--- src/rtl/canny_window_ctrl.sv ---
// canny_window_ctrl: pops raster pixels, drives line-buffer shift and flags interior 3x3 windows
module canny_window_ctrl #(
  parameter int IMG_W = 512,
  parameter int IMG_H = 512,
  localparam int CW = $clog2(IMG_W),
  localparam int RW = $clog2(IMG_H)
) (
  input  logic          clk,
  input  logic          rst_n,
  input  logic          start,
  input  logic          fifo_empty,
  output logic          fifo_rd_en,
  input  logic          out_ready,
  output logic          lb_shift,
  output logic          win_valid,
  output logic [RW-1:0] win_row,
  output logic [CW-1:0] win_col,
  output logic          busy,
  output logic          frame_done
);
  typedef enum logic [1:0] {IDLE, RUN, DRAIN} state_t;
  localparam logic [CW-1:0] LAST_C = CW'(IMG_W - 1);
  localparam logic [RW-1:0] LAST_R = RW'(IMG_H - 1);
  state_t        state_q, state_d;
  logic [RW-1:0] row_q, row_d, tr_q, tr_d, win_row_q, win_row_d;
  logic [CW-1:0] col_q, col_d, tc_q, tc_d, win_col_q, win_col_d;
  logic          dc_q, dc_d, sh_q, sh_d, wv_q, wv_d, fd_q, fd_d;
  logic          go, last;
  always_comb begin
    fifo_rd_en = state_q == RUN && !fifo_empty && out_ready;
    go = state_q == IDLE && start && !fd_q;
    last = fifo_rd_en && row_q == LAST_R && col_q == LAST_C;
    state_d = state_q == IDLE ? (go ? RUN : IDLE) :
              state_q == RUN  ? (last ? DRAIN : RUN) :
                                (dc_q ? IDLE : DRAIN);
    dc_d = state_q == DRAIN && !dc_q;
    fd_d = state_q == DRAIN && dc_q;
    col_d = go ? '0 : fifo_rd_en ? (col_q == LAST_C ? '0 : col_q + CW'(1)) : col_q;
    row_d = go ? '0 : (fifo_rd_en && col_q == LAST_C) ? row_q + RW'(1) : row_q;
    sh_d = fifo_rd_en;
    tr_d = fifo_rd_en ? row_q : tr_q;
    tc_d = fifo_rd_en ? col_q : tc_q;
    wv_d = sh_q && tr_q >= RW'(2) && tc_q >= CW'(2);
    win_row_d = wv_d ? tr_q - RW'(1) : win_row_q;
    win_col_d = wv_d ? tc_q - CW'(1) : win_col_q;
  end
  always_ff @(posedge clk or negedge rst_n) begin
    if (!rst_n) begin
      state_q <= IDLE;
      row_q <= '0;
      col_q <= '0;
      tr_q <= '0;
      tc_q <= '0;
      win_row_q <= '0;
      win_col_q <= '0;
      dc_q <= 1'b0;
      sh_q <= 1'b0;
      wv_q <= 1'b0;
      fd_q <= 1'b0;
    end else begin
      state_q <= state_d;
      row_q <= row_d;
      col_q <= col_d;
      tr_q <= tr_d;
      tc_q <= tc_d;
      win_row_q <= win_row_d;
      win_col_q <= win_col_d;
      dc_q <= dc_d;
      sh_q <= sh_d;
      wv_q <= wv_d;
      fd_q <= fd_d;
    end
  end
  assign lb_shift = sh_q;
  assign win_valid = wv_q;
  assign win_row = win_row_q;
  assign win_col = win_col_q;
  assign busy = state_q != IDLE;
  assign frame_done = fd_q;
endmodule

--- config.mk ---
export PLATFORM = sky130hd
export DESIGN_NAME = canny_window_ctrl
export DESIGN_NICKNAME = d
export VERILOG_FILES = /design/src/rtl/canny_window_ctrl.sv
export SDC_FILE = /design/constraint.sdc
export NUM_CORES = 1
export LEC_CHECK = 0
export BUFFER_PORTS_ARGS = -buffer_cell sky130_fd_sc_hd__buf_2
export CAP_MARGIN = 20
export CORE_ASPECT_RATIO = 0.75
export CORE_MARGIN = 1.5
export CORE_UTILIZATION = 41
export CTS_CLUSTER_DIAMETER = 60
export CTS_CLUSTER_SIZE = 24
export DETAILED_ROUTE_END_ITERATION = 8
export PLACE_DENSITY = 0.67
export SETUP_SLACK_MARGIN = 0.02
export SYNTH_ARGS = -nofsm -noshare
export SYNTH_HDL_FRONTEND = slang
export SYNTH_SLANG_ARGS = --single-unit
export TNS_END_PERCENT = 30
--- constraint.sdc ---
create_clock -name clk -period 2.3 [get_ports clk]
set_input_delay 0.46 -clock clk [delete_from_list [all_inputs] [get_ports clk]]
set_output_delay 0.46 -clock clk [all_outputs]
set_load 0.01 [all_outputs]
# [Yosys cells after proc, flatten, opt, wreduce, memory -nomap -nowiden]
# Index checks and enable logic that the tools add are counted.
# Widths: inputs -> output; s select.
[totals] regBits=60 out_inout_bits=23 word_cells=49 in_bits=5
[classes] magnitude_cmp=2 mux=10 n_addsub=4 n_eq_ne=4 n_reduce_logical=18
[op_table] op="$mux 9" n=5
[op_table] op="$add 9x1->9 const B" n=2
[op_table] op="$eq 9x9->1 const B" n=2
[op_table] op="$ge 9x2->1 const B" n=2
[op_table] op="$sub 9x1->9 const B" n=2
[op_table] op="$logic_and 1x1->1" n=11
[op_table] op="$mux 2" n=4
[op_table] op="$reduce_bool 2->1" n=3
[op_table] op="$logic_not 1->1" n=3
[op_table] op="$eq 2x1->1 const B" n=1
[op_table] op="$eq 2x2->1 const B" n=1
[op_table] op="$logic_not 2->1" n=1
[op_table] op="$mux 1" n=1

# [Depth between registers and ports, before layout]
[depth] word_depth=8 ltp_mapped=9 depth_no_buf=9

# [Worst setup path after synthesis]
# OpenSTA, ideal clock, no wires.
[synth_timing] path_type="register -> register" start="register col_q[0]" end="register col_q[6]" synth_period_minus_slack_ns=2.160 t_required_ns=2.222 setup_ns=0.078 path_buffers=0 arrival_ns=2.082 path_stages_with_launch=10 slack_ns=0.140 path_cell_list="dfrtp_1 -> ha_1 -> and3_1 -> and3_1 -> and3_1 -> ha_1 -> inv_1 -> nand2_1 -> or3b_2 -> a21oi_1"
[synth_between] elab_chain_len=4 word_cells_on_any_way=5 classes_between="add/sub (1); eq/ne (1); mux (3)"
[synth_rtl] item="start, declared" line_no="26" text="logic [CW-1:0] col_q, col_d, tc_q, tc_d, win_col_q, win_col_d;"
[synth_rtl] item="start signal, assigned" line_no="63" text="col_q <= col_d;"
[synth_rtl] item="$add 9x1->9 / $eq 9x9->1 (equally long branches)" line_no="38" text="col_d = go ? '0 : fifo_rd_en ? (col_q == LAST_C ? '0 : col_q + CW'(1)) : col_q;"
[synth_rtl] item="$mux 9 * (3 in series)" line_no="38"
# Mark *: on every way between the ends. The rest lies on a longest branch, timed or not. The select of a mux whose other input is x is not followed.
# A chain may end at the register's enable or synchronous reset.

# [Worst setup path in the final report]
# Same ends and word-level chain as after synthesis.

==> reports/qor.csv <==
stage,metric,value,unit
power_and_ir_drop,cell-internal power,2.15,mW
timing,RSZ-0062 raised after global routing,yes,
synthesis,most common library cells after synthesis,"67 x nand2_1, 60 x dfrtp_1, 17 x o21ai_0",
place,PortBufs,27,
cells_and_area,fin cells,404,
drt,TritonRoute pass-1 iters,4,
synthesis,Yosys cell types,39,
clock_tree,Skew-Pair Late Insertion Delay,0.35,ns
floorplan,Rows,26,
synthesis,Synth Instances,278,
grt,largest net degree at the start of global routing,38,
clock_tree,cts hold-fix bufs,0,
hold_path,Hold WC Path Type,in2async,
critical_path,Worst Reg-to-Reg Cells,9,
drt,starting DRC count in detailed routing,56,
clock_tree,H-tree depth,3,
critical_path,CP Max Fanout,4,
grt,initial antenna violation count,0,
cells_and_area,P&R area growth vs syn,16.9,%
floorplan,io pins,28,
place,DP Wirelength,3780,µm
power_and_ir_drop,VDD IR max,0.367,mV
drt,drt via density,5.01,
place,"Cell Area, Placed",3130,µm²
floorplan,Die W,99.3,µm
clock_tree,cts bufs inserted,9,
timing,Final Cycle Share,96.9,%
synthesis,#FFs+latches synth,60,
clock_tree,clk buf depth,2,
clock_tree,root buffer cell,clkbuf_8,
synthesis,Synth Flop Type,dfrtp_1,
power_and_ir_drop,Clock power frac,29.5,%
drt,post-route ant nets,0,
timing,Worst Tran Pin Value,0.560,ns
drt,Routed Wire Length,5360,µm
timing,Slew headroom,62.6,%
grt,vias in the first global route,1942,
grt,first-pass GRT wire length,9110,µm
timing,fin crit period,2.23,ns
floorplan,DIE AREA,7470,µm²
critical_path,Crit. End Element,flop,
drt,Via Count,2026,
clock_tree,"Reg clk slew, reported paths",0.07,ns
synthesis,Post-synth EDFFs,0,
synthesis,most frequent cell after synthesis,nand2_1,
power_and_ir_drop,Seq pwr share,43.5,%
cells_and_area,fin area,3330,µm²
synthesis,cell taking the most area after synthesis,dfrtp_1,
power_and_ir_drop,Logic pwr share,27.0,%
cells_and_area,layout net count,328,
critical_path,CP arrival,2.50,ns
status,run status,"complete, no violations",
power_and_ir_drop,Sw Ratio,31.3,%
synthesis,syn avg cell area,10.3,µm²
timing,"Slew Viols, Final",0,
floorplan,Starting Density,42.1,%
timing,"Hold Violations, Final",0,
place,GP Congestion,0.781,
power_and_ir_drop,LEAKAGE,1.66,nW
synthesis,"Cell Area, Synth",2850,µm²
synthesis,Synth Net Count,291,
power_and_ir_drop,pwr/cell area,939,nW/µm²
floorplan,Die Y,75.2,µm
timing,clock skew,0.00658,ns
drt,WL per Instance,13.3,µm
synthesis,async set-reset flop share out of synthesis,100,%
critical_path,crit start category,flop,
grt,GRT overflow,0,
grt,GRT Total Usage,16.3,%
clock_tree,TritonCTS clock tree,done,
place,dpl cells,388,
synthesis,yosys warns,0,
critical_path,Worst Path Required,2.57,ns
clock_tree,total clock sinks,60,
run,max capacitance violation total,0,
cells_and_area,layout cells sized above 1,24.4,%
cells_and_area,n_diodes,0,
power_and_ir_drop,Pwr Total,3.13,mW
floorplan,Core ar.,6770,µm²
synthesis,register area share after synthesis,52.7,%
critical_path,critical path class,reg2reg,
synthesis,Area contributors post-synth,"dfrtp_1 53%, nand2_1 8.8%, mux2_4 4.7%, ha_1 3.5%, o21ai_0 3.0%",
timing,Finish-stage setup viols,0,
drt,Post-route DRC,0,
synthesis,top-area cell type share of the netlist area,52.7,%
power_and_ir_drop,NetSw,980,µW
timing,Max Clock Freq,448,MHz
## cell families (layout without fill, tap and decap cells)
family          count (synthesis)  after routing  synth area share [%]
fa+ha+maj                       8              8                  3.51
flops                          60             60                  52.7
mux                            17             17                  7.85
xor+xnor                       16             16                  4.91
buf+inv                        17             59                  2.50
compound gates                 35             35                  7.42
simple gates                  125            125                  21.2
## timing repair
| action | in CTS | in global routing |
|---|---|---|
| buffers inserted | 0 | 0 |
| setup endpoints to repair | 0 | 5 |
| resized for setup | 0 | 5 |
## sequential cells by signal, indices dropped and copies added, names as in the netlist
| register | flops |
|---|---|
| lb_shift | 1 |
| win_valid | 1 |
| frame_done | 1 |
| win_col | 9 |
| row_q | 9 |
| dc_q | 1 |
| tc_q | 9 |
| state_q | 2 |
| win_row | 9 |
| tr_q | 9 |
| col_q | 9 |
## worst max-delay path, cell delays in order (launching register included)
cell     delay, ns
dfrtp_1       0.39
ha_2          0.20
and3_1        0.21
and3_1        0.21
and3_1        0.20
ha_2          0.19
inv_2         0.07
nand2_1       0.07
or3b_2        0.48
a21oi_1       0.15
## layer usage
layer / GRT usage [%] / vias up / share of wire (%) / wire length, µm
li1: - / 1026 / - / -
met1: 22.1 / 954 / 53 / 2860
met2: 23.4 / 42 / 41 / 2200
met3: 7.61 / 4 / 4.8 / 256
met4: 4.69 / 0 / 0.93 / 50
met5: 0 / - / 0 / 0
## power by group through the flow
stage          clock (mW)  sequential, mW  combinational, mW
6_report            0.922            1.36              0.845
5_1_grt             0.998            1.39              0.947
4_1_cts             0.956            1.36              0.855
3_5_place_dp            0            1.38              0.851
3_3_place_gp            0            1.37              0.838
2_1_floorplan           0            1.43              0.491
## metrics by stage
| stage | hold WS, ns | worst slack, ns | TNS (ns) | utilization [%] |
|---|---|---|---|---|
| global route | 0.116 | -0.0132 | -0.0132 | 49.3 |
| finish | 0.0924 | 0.0702 | 0 | 49.3 |
| global placement | 0.427 | 0.159 | 0 | 46.2 |
| floorplan | 0.164 | 0.140 | 0 | - |
| CTS | 0.0906 | 0.0205 | 0 | 49.1 |
| detailed placement | 0.435 | 0.0621 | 0 | 46.2 |
## worst paths after layout
path	from	endpoint	slack, ns
setup / recovery	col_q[0]	col_q[6]	0.07
hold / removal	rst_n	win_row[5]	0.09
setup reg to reg	col_q[0]	col_q[6]	0.07
hold reg to reg	dc_q	dc_q	0.44
max in group asynchronous	rst_n	col_q[3]	1.62
min in group clk	dc_q	dc_q	0.44
## cell usage in the layout (no fill, tap or decap), drive strengths merged, types with 2 or more instances in the layout
master and count:
ha 8, inv 6, a21oi 10, xnor2 8
dfrtp 60, or3 2, nor4b 3, clkinv 5
nor2 13, buf 36, mux2 16, or3b 2
nor3 6, o21ai 17, and3 7, clkbuf 10
or4 5, xor2 8, nand3 9, nand2 67
and2 2, o31ai 4, nor3b 3
## cell type report
cell class,count,area (µm²)
Sequential cell,60,1500
Clock buffer,10,128
Tap cell,84,105
Timing Repair Buffer,36,219
Multi-Input combinational cell,201,1290
Inverter,7,26.3
Clock inverter,6,65.1
Fill cell,653,3430
(Power assumes the default switching activity.)
